File: src/rtl/rng_health_pkg.sv
// Shared types and defaults for the RNG health-monitor chain.
package rng_health_pkg;

  localparam int unsigned DEFAULT_N          = 20000;
  localparam int unsigned DEFAULT_FAIL_LIMIT = 3;
  localparam int unsigned DEFAULT_CNT_W      = 16;
  // Edges between the end of a window and its verdict sample:
  // one for the frequency stage register, one for ours.
  localparam int unsigned SAMPLE_OFFSET      = 2;

  typedef enum logic [1:0] {
    StWarmup,
    StRun,
    StAlarm
  } state_e;

endpackage

File: src/rtl/rng_health_monitor_if.sv
// Bus between the health monitor and its surroundings (source side is master).
interface rng_health_monitor_if #(
  parameter int unsigned FAIL_LIMIT = 3,
  parameter int unsigned CNT_W      = 16
) ();

  localparam int unsigned StreakW = $clog2(FAIL_LIMIT + 1);

  logic               rand_in;
  logic               freq_pass;
  logic               alarm_clr;
  logic               bit_out;
  logic               bit_valid;
  logic               result_valid;
  logic               window_ok;
  logic               alarm;
  logic [StreakW-1:0] fail_streak;
  logic [CNT_W-1:0]   win_count;
  logic [CNT_W-1:0]   fail_count;

  modport master (
    output rand_in, freq_pass, alarm_clr,
    input  bit_out, bit_valid, result_valid, window_ok, alarm, fail_streak, win_count,
           fail_count
  );

  modport slave (
    input  rand_in, freq_pass, alarm_clr,
    output bit_out, bit_valid, result_valid, window_ok, alarm, fail_streak, win_count,
           fail_count
  );

endinterface

File: src/rtl/rng_window_timer.sv
// Window timer: strobes sample_stb_o in the cycle before edges k*N+SAMPLE_OFFSET (k>=1).
module rng_window_timer
  import rng_health_pkg::*;
#(
  parameter int unsigned N = DEFAULT_N
) (
  input  logic clk,
  input  logic rst,
  output logic sample_stb_o
);

  localparam int unsigned     PhaseW      = (N > 1) ? $clog2(N) : 1;
  localparam logic [PhaseW-1:0] PhaseLast   = PhaseW'(N - 1);
  // After edge e the phase equals e mod N, so the strobe sits at phase OFFSET-1.
  localparam logic [PhaseW-1:0] PhaseSample = PhaseW'((SAMPLE_OFFSET - 1) % N);

  logic [PhaseW-1:0] phase_q, phase_d;
  logic              armed_q, armed_d;

  // Modulo-N phase; armed once the first full window has elapsed.
  always_comb begin
    phase_d = (phase_q == PhaseLast) ? '0 : phase_q + 1'b1;
    armed_d = armed_q | (phase_q == PhaseLast);
  end

  // Phase and arm registers.
  always_ff @(posedge clk) begin
    if (rst) begin
      phase_q <= '0;
      armed_q <= 1'b0;
    end else begin
      phase_q <= phase_d;
      armed_q <= armed_d;
    end
  end

  assign sample_stb_o = armed_q && (phase_q == PhaseSample);

endmodule

File: src/rtl/rng_health_monitor.sv
// Health monitor: samples the frequency-test verdict per window, tracks statistics,
// raises a sticky alarm on consecutive failures and certifies the delayed bit stream.
module rng_health_monitor
  import rng_health_pkg::*;
#(
  parameter int unsigned N          = DEFAULT_N,
  parameter int unsigned FAIL_LIMIT = DEFAULT_FAIL_LIMIT,
  parameter int unsigned CNT_W      = DEFAULT_CNT_W
) (
  input  logic                  clk,
  input  logic                  rst,
  rng_health_monitor_if.slave   bus
);

  localparam int unsigned       StreakW   = $clog2(FAIL_LIMIT + 1);
  localparam logic [StreakW-1:0] StreakMax = StreakW'(FAIL_LIMIT);
  localparam logic [CNT_W-1:0]   CntMax    = '1;

  logic sample_stb;

  rng_window_timer #(
    .N (N)
  ) u_timer (
    .clk          (clk),
    .rst          (rst),
    .sample_stb_o (sample_stb)
  );

  state_e             state_q, state_d;
  logic [StreakW-1:0] streak_q, streak_d;
  logic [CNT_W-1:0]   win_q, win_d;
  logic [CNT_W-1:0]   fail_q, fail_d;
  logic               ok_q, ok_d;
  logic               alarm_q, alarm_d;
  logic               bit_valid_q, bit_valid_d;
  logic               bit_q;
  logic               result_valid_q;
  logic               fail;
  logic               clr;

  // Next-state: statistics update on a sample, then state transitions.
  always_comb begin
    state_d  = state_q;
    streak_d = streak_q;
    win_d    = win_q;
    fail_d   = fail_q;
    ok_d     = ok_q;
    fail     = ~bus.freq_pass;
    clr      = bus.alarm_clr && (state_q == StAlarm);

    if (sample_stb) begin
      ok_d = bus.freq_pass;
      if (win_q != CntMax) win_d = win_q + 1'b1;
      if (fail) begin
        if (fail_q != CntMax) fail_d = fail_q + 1'b1;
        if (streak_q != StreakMax) streak_d = streak_q + 1'b1;
      end else begin
        streak_d = '0;
      end
    end

    unique case (state_q)
      // A first-window failure that already hits the limit (FAIL_LIMIT=1) alarms at once.
      StWarmup: if (sample_stb) state_d = (streak_d == StreakMax) ? StAlarm : StRun;
      StRun:    if (sample_stb && fail && (streak_d == StreakMax)) state_d = StAlarm;
      // Clear wins over a coincident failing sample.
      StAlarm: begin
        if (clr) begin
          state_d  = StRun;
          streak_d = '0;
        end
      end
      default:  state_d = StWarmup;
    endcase

    alarm_d     = (state_d == StAlarm);
    bit_valid_d = (state_d == StRun) && ok_d;
  end

  // State, statistics and output registers.
  always_ff @(posedge clk) begin
    if (rst) begin
      state_q        <= StWarmup;
      streak_q       <= '0;
      win_q          <= '0;
      fail_q         <= '0;
      ok_q           <= 1'b0;
      alarm_q        <= 1'b0;
      bit_valid_q    <= 1'b0;
      bit_q          <= 1'b0;
      result_valid_q <= 1'b0;
    end else begin
      state_q        <= state_d;
      streak_q       <= streak_d;
      win_q          <= win_d;
      fail_q         <= fail_d;
      ok_q           <= ok_d;
      alarm_q        <= alarm_d;
      bit_valid_q    <= bit_valid_d;
      bit_q          <= bus.rand_in;
      result_valid_q <= sample_stb;
    end
  end

  assign bus.bit_out      = bit_q;
  assign bus.bit_valid    = bit_valid_q;
  assign bus.result_valid = result_valid_q;
  assign bus.window_ok    = ok_q;
  assign bus.alarm        = alarm_q;
  assign bus.fail_streak  = streak_q;
  assign bus.win_count    = win_q;
  assign bus.fail_count   = fail_q;

endmodule

File: src/flat_wrapper.sv
// flat-port wrapper written by rule: the top's interface ports become plain ports
module rng_health_monitor_flat import rng_health_pkg::*;
#(
  parameter int unsigned N          = DEFAULT_N,
  parameter int unsigned FAIL_LIMIT = DEFAULT_FAIL_LIMIT,
  parameter int unsigned CNT_W      = DEFAULT_CNT_W
)
  (clk, rst, bus_rand_in, bus_freq_pass, bus_alarm_clr, bus_bit_out, bus_bit_valid, bus_result_valid, bus_window_ok, bus_alarm, bus_fail_streak, bus_win_count, bus_fail_count);
  rng_health_monitor_if #(.FAIL_LIMIT(FAIL_LIMIT), .CNT_W(CNT_W)) bus_i ();
  input  logic clk;
  input  logic rst;
  input wire logic [$bits(bus_i.rand_in)-1:0] bus_rand_in;
  input wire logic [$bits(bus_i.freq_pass)-1:0] bus_freq_pass;
  input wire logic [$bits(bus_i.alarm_clr)-1:0] bus_alarm_clr;
  output wire logic [$bits(bus_i.bit_out)-1:0] bus_bit_out;
  output wire logic [$bits(bus_i.bit_valid)-1:0] bus_bit_valid;
  output wire logic [$bits(bus_i.result_valid)-1:0] bus_result_valid;
  output wire logic [$bits(bus_i.window_ok)-1:0] bus_window_ok;
  output wire logic [$bits(bus_i.alarm)-1:0] bus_alarm;
  output wire logic [$bits(bus_i.fail_streak)-1:0] bus_fail_streak;
  output wire logic [$bits(bus_i.win_count)-1:0] bus_win_count;
  output wire logic [$bits(bus_i.fail_count)-1:0] bus_fail_count;
  assign bus_i.rand_in = bus_rand_in;
  assign bus_i.freq_pass = bus_freq_pass;
  assign bus_i.alarm_clr = bus_alarm_clr;
  assign bus_bit_out = bus_i.bit_out;
  assign bus_bit_valid = bus_i.bit_valid;
  assign bus_result_valid = bus_i.result_valid;
  assign bus_window_ok = bus_i.window_ok;
  assign bus_alarm = bus_i.alarm;
  assign bus_fail_streak = bus_i.fail_streak;
  assign bus_win_count = bus_i.win_count;
  assign bus_fail_count = bus_i.fail_count;
  rng_health_monitor #(.N(N), .FAIL_LIMIT(FAIL_LIMIT), .CNT_W(CNT_W)) u_core (.clk(clk), .rst(rst), .bus(bus_i));
endmodule
File: config.mk
export PLATFORM = sky130hd
export DESIGN_NAME = rng_health_monitor_flat
export DESIGN_NICKNAME = d
export VERILOG_FILES = /design/src/rtl/rng_health_pkg.sv /design/src/rtl/rng_health_monitor_if.sv /design/src/rtl/rng_window_timer.sv /design/src/rtl/rng_health_monitor.sv /design/src/flat_wrapper.sv
export SDC_FILE = /design/constraint.sdc
export NUM_CORES = 1
export LEC_CHECK = 0
export ABC_AREA = 1
export BUFFER_PORTS_ARGS = -buffer_cell sky130_fd_sc_hd__buf_2
export CAP_MARGIN = 20
export CORE_AREA = 4 4 82 84
export DETAILED_ROUTE_END_ITERATION = 10
export DIE_AREA = 0 0 86 88
export GPL_TIMING_DRIVEN = 0
export MAX_ROUTING_LAYER = met4
export PLACE_DENSITY = 0.75
export SLEW_MARGIN = 0
export SYNTH_ARGS = -nofsm -noshare
export SYNTH_HDL_FRONTEND = slang
export SYNTH_HIERARCHICAL = 1
export SYNTH_SLANG_ARGS = --single-unit
File: constraint.sdc
create_clock -name clk -period 2.6 [get_ports clk]
set_clock_uncertainty 0.1 [all_clocks]
set_input_delay 0.52 -clock clk [delete_from_list [all_inputs] [get_ports clk]]
set_output_delay 0.52 -clock clk [all_outputs]
set_load 0.05 [all_outputs]
==> results by group, run 1 <==
Finish
  – Share of layout cells above drive strength 1: 16.9%
  – Most frequent cells in the layout: nand2_1 (130), nor2_1 (76), dfxtp_1 (57), buf_2 (45), inv_1 (39)
  – Commonest non-fill, non-tap cell in the layout: nand2_1
  – Non-Filler Instances: 585
  – Final core occ: 59.7%
  – Post-layout net count: 514
  – Fillers: 578
  – Area grow syn2layout: 17.4%
  – # diodes: 0

Yosys
  – Syn Nets: 459
  – Adder-Cell Fraction of Synth Area: 1.66%
  – Complex-gate fraction of the synthesized area: 9.52%
  – Mapped Cells: 450
  – XOR/XNOR share of the synthesized area: 4.95%
  – Synth cell types: 38
  – Area share of the largest cell type after synthesis: 37.9%
  – Warnings from Yosys: 6
  – Cell area after synthesis: 3010 um2
  – Post-synthesis sequential area ratio: 37.9%
  – #FFs+latches synth: 57
  – Top cell type by total area after synthesis: dfxtp_1
  – Largest cells by area after synthesis: dfxtp_1 (38%), nand2_1 (16%), nor2_1 (9.5%), a21oi_1 (5.3%), inv_1 (4.9%)
  – Synth Area per Inst: 6.69 um2
  – Mux cell area share after synthesis: 0%
  – Main combinational cell family by area after synthesis: simple AND/OR/NAND/NOR gates
  – Post-Synth Simple-Gate Area: 38.8%

Timing
  – Relative slew slack: 62.8%
  – Final worst setup slack: 0.282 ns
  – Minimum clock period: 2.32 ns
  – Unrepaired setup endpoints after global routing: no
  – Final setup viols: 0
  – Final hold violation count: 0
  – Fin. max-slew vios: 0
  – Final Cycle Share: 89.1%
  – Max Clk Rate: 0.431 GHz
  – Worst slew pin tran: 0.557 ns

Setup path
  – Ordered cell list for the critical path: ha_1 > nand3_1 > nor4_4 > inv_2 > nor2_8 > o21ai_2 > nand2_2 > buf_4 > nand2_1 > a21oi_1
  – WP depth: 10
  – Setup crit start kind: register
  – Buffers & Inverters on Critical Path: 2
  – Reg2Reg Depth: 10
  – Top delay family on crit path: simple AND/OR/NAND/NOR gates
  – Critical Path RT: 2.76 ns
  – Worst path arrival time: 2.48 ns
  – Slowest stage delay, CP: 0.45 ns
  – Worst path slowest cell: dfxtp_1
  – Setup crit end kind: register
  – WS Path Type: register to register
  – Max Fanout on Critical Path: 10

Placement
  – Post-place setup slack: -0.0545 ns
  – DP HPWL: 5090 um
  – Final RePlAce weighted congestion: 0.912
  – Placed cell count: 569
  – PortBufs: 43

CTS
  – Clock Root Buffer: clkbuf_8
  – CTS Buf Count: 9
  – CTS tree: yes
  – CTS H-Tree Depth: 3
  – Post-CTS setup buffers: 0
  – CTS Sinks: 57
  – Clock-pin slew on the worst setup and hold paths: 0.06 ns
  – Clock Tree Buf Depth: 2
  – Clock Latency Late Sink: 0.33 ns

Worst hold path
  – Min-Delay Path Class: input port to register
  – Hold Crit Depth: 2

Global routing
  – Largest net degree at the start of global routing: 11
  – Global-route wire length before repair: 11900 um
  – Vias in the first global route: 2729
  – Initial antenna violation count: 0
  – Tot GR Track Use: 20.3%
  – Remaining Overflow, GRT: 0

Routing
  – Drt wl/cell: 12.2 um
  – ANT nets after route: 0
  – Drc violations: 0
  – Drt pass-1 iters: 5
  – Vias per cell: 5.16
  – DRT iter0 DRCs: 153
  – WL final: 7120 um
  – Via count: 3020

Floorplan
  – Die W: 86 um
  – Row Count: 28
  – Num ports: 44
  – Die ar.: 7570 um2
  – Core area: 5920 um2
  – Starting density of the core: 50.8%
  – DIE HEIGHT: 88 um

Pwr
  – PwrDens: 487 nW/um2
  – Max rail drop VDD: 0.000323 V
  – LEAKAGE: 1.41 nW

Run
  – Max_cap viols: 0

Run status
  – Status: complete, no violations
==> layout make-up <==
type / instances / area, um2 / area share (%)
buffer: 9 / 57.6 / 1.63
timing repair buffer: 44 / 220 / 6.23
tap: 75 / 93.8 / 2.66
clock buffer: 15 / 186 / 5.28
clock inverter: 1 / 7.51 / 0.213
sequential: 57 / 1140 / 32.3
multi-input combinational: 342 / 1670 / 47.2
inverter: 42 / 158 / 4.46
==> final timing paths <==
kind / endpoint / slack (ns) / start
worst min-delay path: u_core/u_timer/armed_q / 0.29 / rst
worst min register to register: u_core/u_timer/armed_q / 0.36 / u_core/u_timer/armed_q
worst max register to register: u_core/bus.fail_count[13] / 0.28 / u_core/u_timer/phase_q[0]
worst max-delay path: u_core/bus.fail_count[13] / 0.28 / u_core/u_timer/phase_q[0]
==> metal layers <==
metal	wire length, um	track usage [%]	vias up	part of all wire [%]
met5	0	-	-	0
li1	-	-	1546	-
met4	99	9.35	0	1.4
met1	3200	24.3	1378	45
met2	3430	31.4	87	48
met3	388	6.21	9	5.4
==> power breakdown <==
part           internal [mW]  switching, mW  leakage (nW)
sequential             0.878        0.00636         0.460
clock                  0.451          0.341        0.0960
combinational         0.0133         0.0313         0.858
==> cell usage after synthesis <==
cell      count
buf_2         1
nand3_2       2
buf_4         2
o21ai_2       2
nand3b_1      1
nand4_1      10
inv_1        39
buf_1         1
nor2_8        1
ha_1          4
xnor2_1       9
or2_0         1
o21ai_0       8
clkbuf_1      3
or2_2         1
a21boi_4      1
a211oi_1      1
nor4_1        1
and3_1        1
and2_1        2
xor2_1        8
o21bai_1      1
nor2_2        6
nor2_1       76
inv_2         3
a21oi_1      32
o21ai_1       1
buf_6         2
nand3_1      29
nor2_4        1
a31oi_1       2
a41oi_1       1
nand2_2       4
nor3_1        4
nor3b_1       1
a21oi_2       1
nand2_1     130
dfxtp_1      57
==> flip-flops by register name, indices dropped and copies added, names as in the netlist <==
name,flops
u_core/bus.window_ok,1
u_core/u_timer/armed_q,1
u_core/bus.fail_count,16
u_core/bus.bit_out,1
u_core/bus.result_valid,1
u_core/bus.alarm,1
u_core/u_timer/phase_q,15
u_core/bus.bit_valid,1
u_core/bus.fail_streak,2
u_core/state_q,2
u_core/bus.win_count,16
==> kinds of logic after synthesis <==
logic type,after synthesis
AND/OR/NAND/NOR,271
flip-flops,57
buffers and inverters,51
AO/OA/AOI/OAI,50
XOR/XNOR,17
adder cells (fa/ha/maj),4
==> timing repair <==
item	4_1_cts	5_1_grt
pin swaps	0	0
hold buffers	0	0
setup endpoints to repair	16	12
gates resized for setup	1	1
==> stage by stage <==
step                TNS [ns]  power, mW  hold slack, ns  cell area [um2]
floorplan                  0      0.932           0.324             3010
global placement      -13.85      0.946           0.341             3320
detailed placement    -0.540      0.947           0.345             3320
CTS                        0       1.75           0.269             3520
global route               0       1.80           0.267             3530
finish                     0       1.72           0.294             3530
No activity file was read; power rests on OpenSTA's default activity.
==> run 2, diff against run 1 <==
- ABC_AREA: 1 -> default
- CORE_AREA: 4 4 82 84 -> 4 4 79 81
- DIE_AREA: 0 0 86 88 -> 0 0 83 85
- GPL_TIMING_DRIVEN: 0 -> default
- PLACE_DENSITY: 0.75 -> 0.73
- clock period: 2.6 -> 2 ns (I/O delays scaled with it)
==> results by group, run 2 <==
Run status
  – Status: finished with violations (was complete, no violations)
  – Failing checks: setup timing

Yosys
  – Post-Synth Simple-Gate Area: 30.5% (was 38.8%)
  – Warnings from Yosys: 6 (unchanged)
  – Post-synth ARST share: 0% (unchanged)
  – Main combinational cell family by area after synthesis: simple AND/OR/NAND/NOR gates (unchanged)
  – #FFs+latches synth: 57 (unchanged)
  – Syn Nets: 314 (was 459)
  – Area share of the largest cell type after synthesis: 42.8% (was 37.9%)
  – Cell area after synthesis: 2670 um2 (was 3010 um2)
  – Largest cells by area after synthesis: dfxtp_1 (43%), nor2_1 (4.6%), a21oi_1 (4.5%), xnor2_1 (3.6%), nand3_1 (2.8%) (was dfxtp_1 (38%), nand2_1 (16%), nor2_1 (9.5%), a21oi_1 (5.3%), inv_1 (4.9%))
  – Main synth FF type: dfxtp_1 (unchanged)
  – XOR/XNOR share of the synthesized area: 4.92% (was 4.95%)
  – Adder-Cell Fraction of Synth Area: 1.88% (was 1.66%)
  – Post-synthesis sequential area ratio: 42.8% (was 37.9%)
  – Synth Area per Inst: 8.75 um2 (was 6.69 um2)
  – Complex-gate fraction of the synthesized area: 14.0% (was 9.52%)
  – Synth cell count leaders: dfxtp_1 (57), nor2_1 (33), a21oi_1 (24) (was nand2_1 (130), nor2_1 (76), dfxtp_1 (57))
  – Mux cell area share after synthesis: 2.81% (was 0%)
  – Top cell type by total area after synthesis: dfxtp_1 (unchanged)
  – Mapped Cells: 305 (was 450)
  – Synth cell types: 42 (was 38)
  – Number of enable flip-flop cells after synthesis: 0 (unchanged)
  – Most numerous cell in the Yosys netlist: dfxtp_1 (was nand2_1)

Global routing
  – Remaining Overflow, GRT: 0 (unchanged)
  – Tot GR Track Use: 19.3% (was 20.3%)
  – Initial antenna violation count: 0 (unchanged)
  – Vias in the first global route: 2450 (was 2729)
  – Largest net degree at the start of global routing: 21 (was 11)
  – Global-route wire length before repair: 11000 um (was 11900 um)

Placement
  – PortBufs: 43 (unchanged)
  – DP HPWL: 4630 um (was 5090 um)
  – Final RePlAce weighted congestion: 0.851 (was 0.912)

CTS
  – CTS tree: yes (unchanged)
  – Clock Latency Late Sink: 0.33 ns (about the same)
  – Clock Root Buffer: clkbuf_8 (unchanged)
  – Clock-pin slew on the worst setup and hold paths: 0.06 ns (about the same)
  – CTS Buf Count: 9 (unchanged)
  – Clock Tree Buf Depth: 2 (unchanged)
  – CTS Sinks: 57 (unchanged)
  – CTS H-Tree Depth: 3 (unchanged)

Routing
  – DRT iter0 DRCs: 171 (was 153)
  – Drt wl/cell: 14.7 um (was 12.2 um)
  – Vias per cell: 5.69 (was 5.16)
  – Drc violations: 0 (unchanged)
  – Met2 wire length: 3440 um (was 3430 um)
  – Metal-1 WL: 3110 um (was 3200 um)
  – Routed wl met3: 371 um (was 388 um)
  – DR top layer: met4 (unchanged)
  – WL final: 7120 um (about the same)
  – ANT nets after route: 0 (unchanged)
  – Drt pass-1 iters: 5 (unchanged)
  – Via count: 2747 (was 3020)

Timing
  – Final hold violation count: 0 (unchanged)
  – Setup TNS: -4.50 ns (was 0 ns)
  – Unrepaired setup endpoints after global routing: yes (was no)
  – Final worst setup slack: -0.303 ns (was 0.282 ns)
  – Minimum clock period: 2.30 ns (was 2.32 ns)
  – Final Cycle Share: 115% (was 89.1%)
  – Relative slew slack: 44.2% (was 62.8%)
  – Final setup viols: 24 (was 0)
  – Max Clk Rate: 0.434 GHz (was 0.431 GHz)
  – Worst slew pin tran: 0.829 ns (was 0.557 ns)
  – Final hold slack: 0.188 ns (was 0.294 ns)
  – Fin. max-slew vios: 0 (unchanged)

Worst hold path
  – Hold Crit Depth: 2 (unchanged)
  – Hold Crit Start: bus_rand_in (was rst)
  – Hold endpoint: u_core/bus.bit_out (was u_core/u_timer/armed_q)
  – Min-Delay Path Class: input port to register (unchanged)

Finish
  – Post-layout net count: 415 (was 514)
  – # diodes: 0 (unchanged)
  – Area grow syn2layout: 42.3% (was 17.4%)
  – Share of layout cells above drive strength 1: 43.3% (was 16.9%)
  – Commonest non-fill, non-tap cell in the layout: buf_4 (was nand2_1)
  – Most frequent cells in the layout: buf_4 (51), buf_2 (43), dfxtp_1 (35), nor2_1 (32), dfxtp_2 (22) (was nand2_1 (130), nor2_1 (76), dfxtp_1 (57), buf_2 (45), inv_1 (39))

Setup path
  – R2R setup slack: -0.30 ns (was 0.28 ns)
  – Top delay family on crit path: simple AND/OR/NAND/NOR gates (unchanged)
  – Worst path arrival time: 2.46 ns (was 2.48 ns)
  – Reg2Reg Depth: 8 (was 10)
  – RR Endpoint: u_core/bus.win_count[10] (was u_core/bus.fail_count[13])
  – Worst path slowest cell: or4_4 (was dfxtp_1)
  – RR Startpoint: u_core/u_timer/phase_q[11] (was u_core/u_timer/phase_q[0])
  – Buffers & Inverters on Critical Path: 1 (was 2)
  – WS Path Type: register to register (unchanged)
  – Max Fanout on Critical Path: 6 (was 10)
  – Setup crit start kind: register (unchanged)
  – Critical Path RT: 2.16 ns (was 2.76 ns)
  – Ordered cell list for the critical path: nor4_2 > nand3_1 > nor3_4 > buf_6 > nand2_4 > or2_4 > or4_4 > a21oi_2 (was ha_1 > nand3_1 > nor4_4 > inv_2 > nor2_8 > o21ai_2 > nand2_2 > buf_4 > nand2_1 > a21oi_1)
  – Slowest stage delay, CP: 0.50 ns (was 0.45 ns)
  – Setup crit end kind: register (unchanged)

Pwr
  – Max rail drop VDD: 0.000440 V (was 0.000323 V)
  – Tot Pwr: 2.27 mW (was 1.72 mW)
  – LEAKAGE: 1.53 nW (was 1.41 nW)
  – PwrDens: 597 nW/um2 (was 487 nW/um2)

Floorplan
  – Die W: 83 um (was 86 um)
  – DIE HEIGHT: 85 um (was 88 um)
  – Row Count: 27 (was 28)
  – Die ar.: 7060 um2 (was 7570 um2)
  – Num ports: 44 (unchanged)
  – Starting density of the core: 48.7% (was 50.8%)
  – Core area: 5470 um2 (was 5920 um2)

Run
  – Max_cap viols: 0 (unchanged)
run 2: area by class of cell:
class / instances / area (um2)
fillers: 447 / 1680
repair buffers: 100 / 666
inverters: 7 / 26.3
multi-input cells: 231 / 1660
clock inverters: 3 / 40.0
flip-flops and latches: 57 / 1170
well taps: 72 / 90.1
clock buffers: 13 / 149
run 2: timing repair:
item / CTS / global route
setup endpoints to repair: 30 / 42
buffers inserted: 0 / 5
hold buffers: 0 / 0
pin swaps: 7 / 17
gates resized for setup: 11 / 33
run 2: kinds of logic after synthesis:
family                   count (synthesis)
AO/OA/AOI/OAI                           57
AND/OR/NAND/NOR                        148
flip-flops                              57
adder cells (fa/ha/maj)                  4
buffers and inverters                   17
multiplexers                             7
XOR/XNOR                                15
run 2: how the worst max path moves through the flow:
stage | start | to | slack (ns) | cells past startpoint
2_1_floorplan | u_core/u_timer/phase_q[4] | u_core/bus.fail_count[15] | -0.26 | 6
3_3_place_gp | u_core/u_timer/phase_q[10] | u_core/bus.win_count[15] | -0.27 | 8
3_5_place_dp | u_core/u_timer/phase_q[10] | u_core/bus.win_count[15] | -0.33 | 8
4_1_cts | u_core/u_timer/phase_q[11] | u_core/bus.fail_count[13] | -0.28 | 8
5_1_grt | u_core/u_timer/phase_q[11] | u_core/bus.fail_count[9] | -0.42 | 7
6_report | u_core/u_timer/phase_q[11] | u_core/bus.win_count[10] | -0.30 | 8
run 2: stage by stage:
step                      cell area, um2  util, %  instances  worst slack, ns
after floorplan                     2740        -        305           -0.262
after global placement              3370     61.5        462           -0.268
after detailed placement            3370     61.5        462           -0.331
after CTS                           3600     65.8        478           -0.276
after global routing                3790     69.3        483           -0.416
final                               3790     69.3        483           -0.303
run 2: worst reg2reg max path: stages (launching register included):
cell     delay [ns]
dfxtp_2        0.32
nor4_2         0.26
nand3_1        0.15
nor3_4         0.27
buf_6          0.17
nand2_4        0.05
or2_4          0.28
or4_4          0.50
a21oi_2        0.15
run 2: power by group:
group / internal [mW] / switching (mW)
combinational: 0.0278 / 0.0444
clock: 0.607 / 0.443
sequential: 1.14 / 0.00278
total: 1.78 / 0.490
run 2: layer usage:
metal  global-route usage, %  vias up
met1                    23.2     1294
li1                        -     1333
met2                    30.8      100
met4                    8.02        0
met3                    4.95       20
met5                       -        -
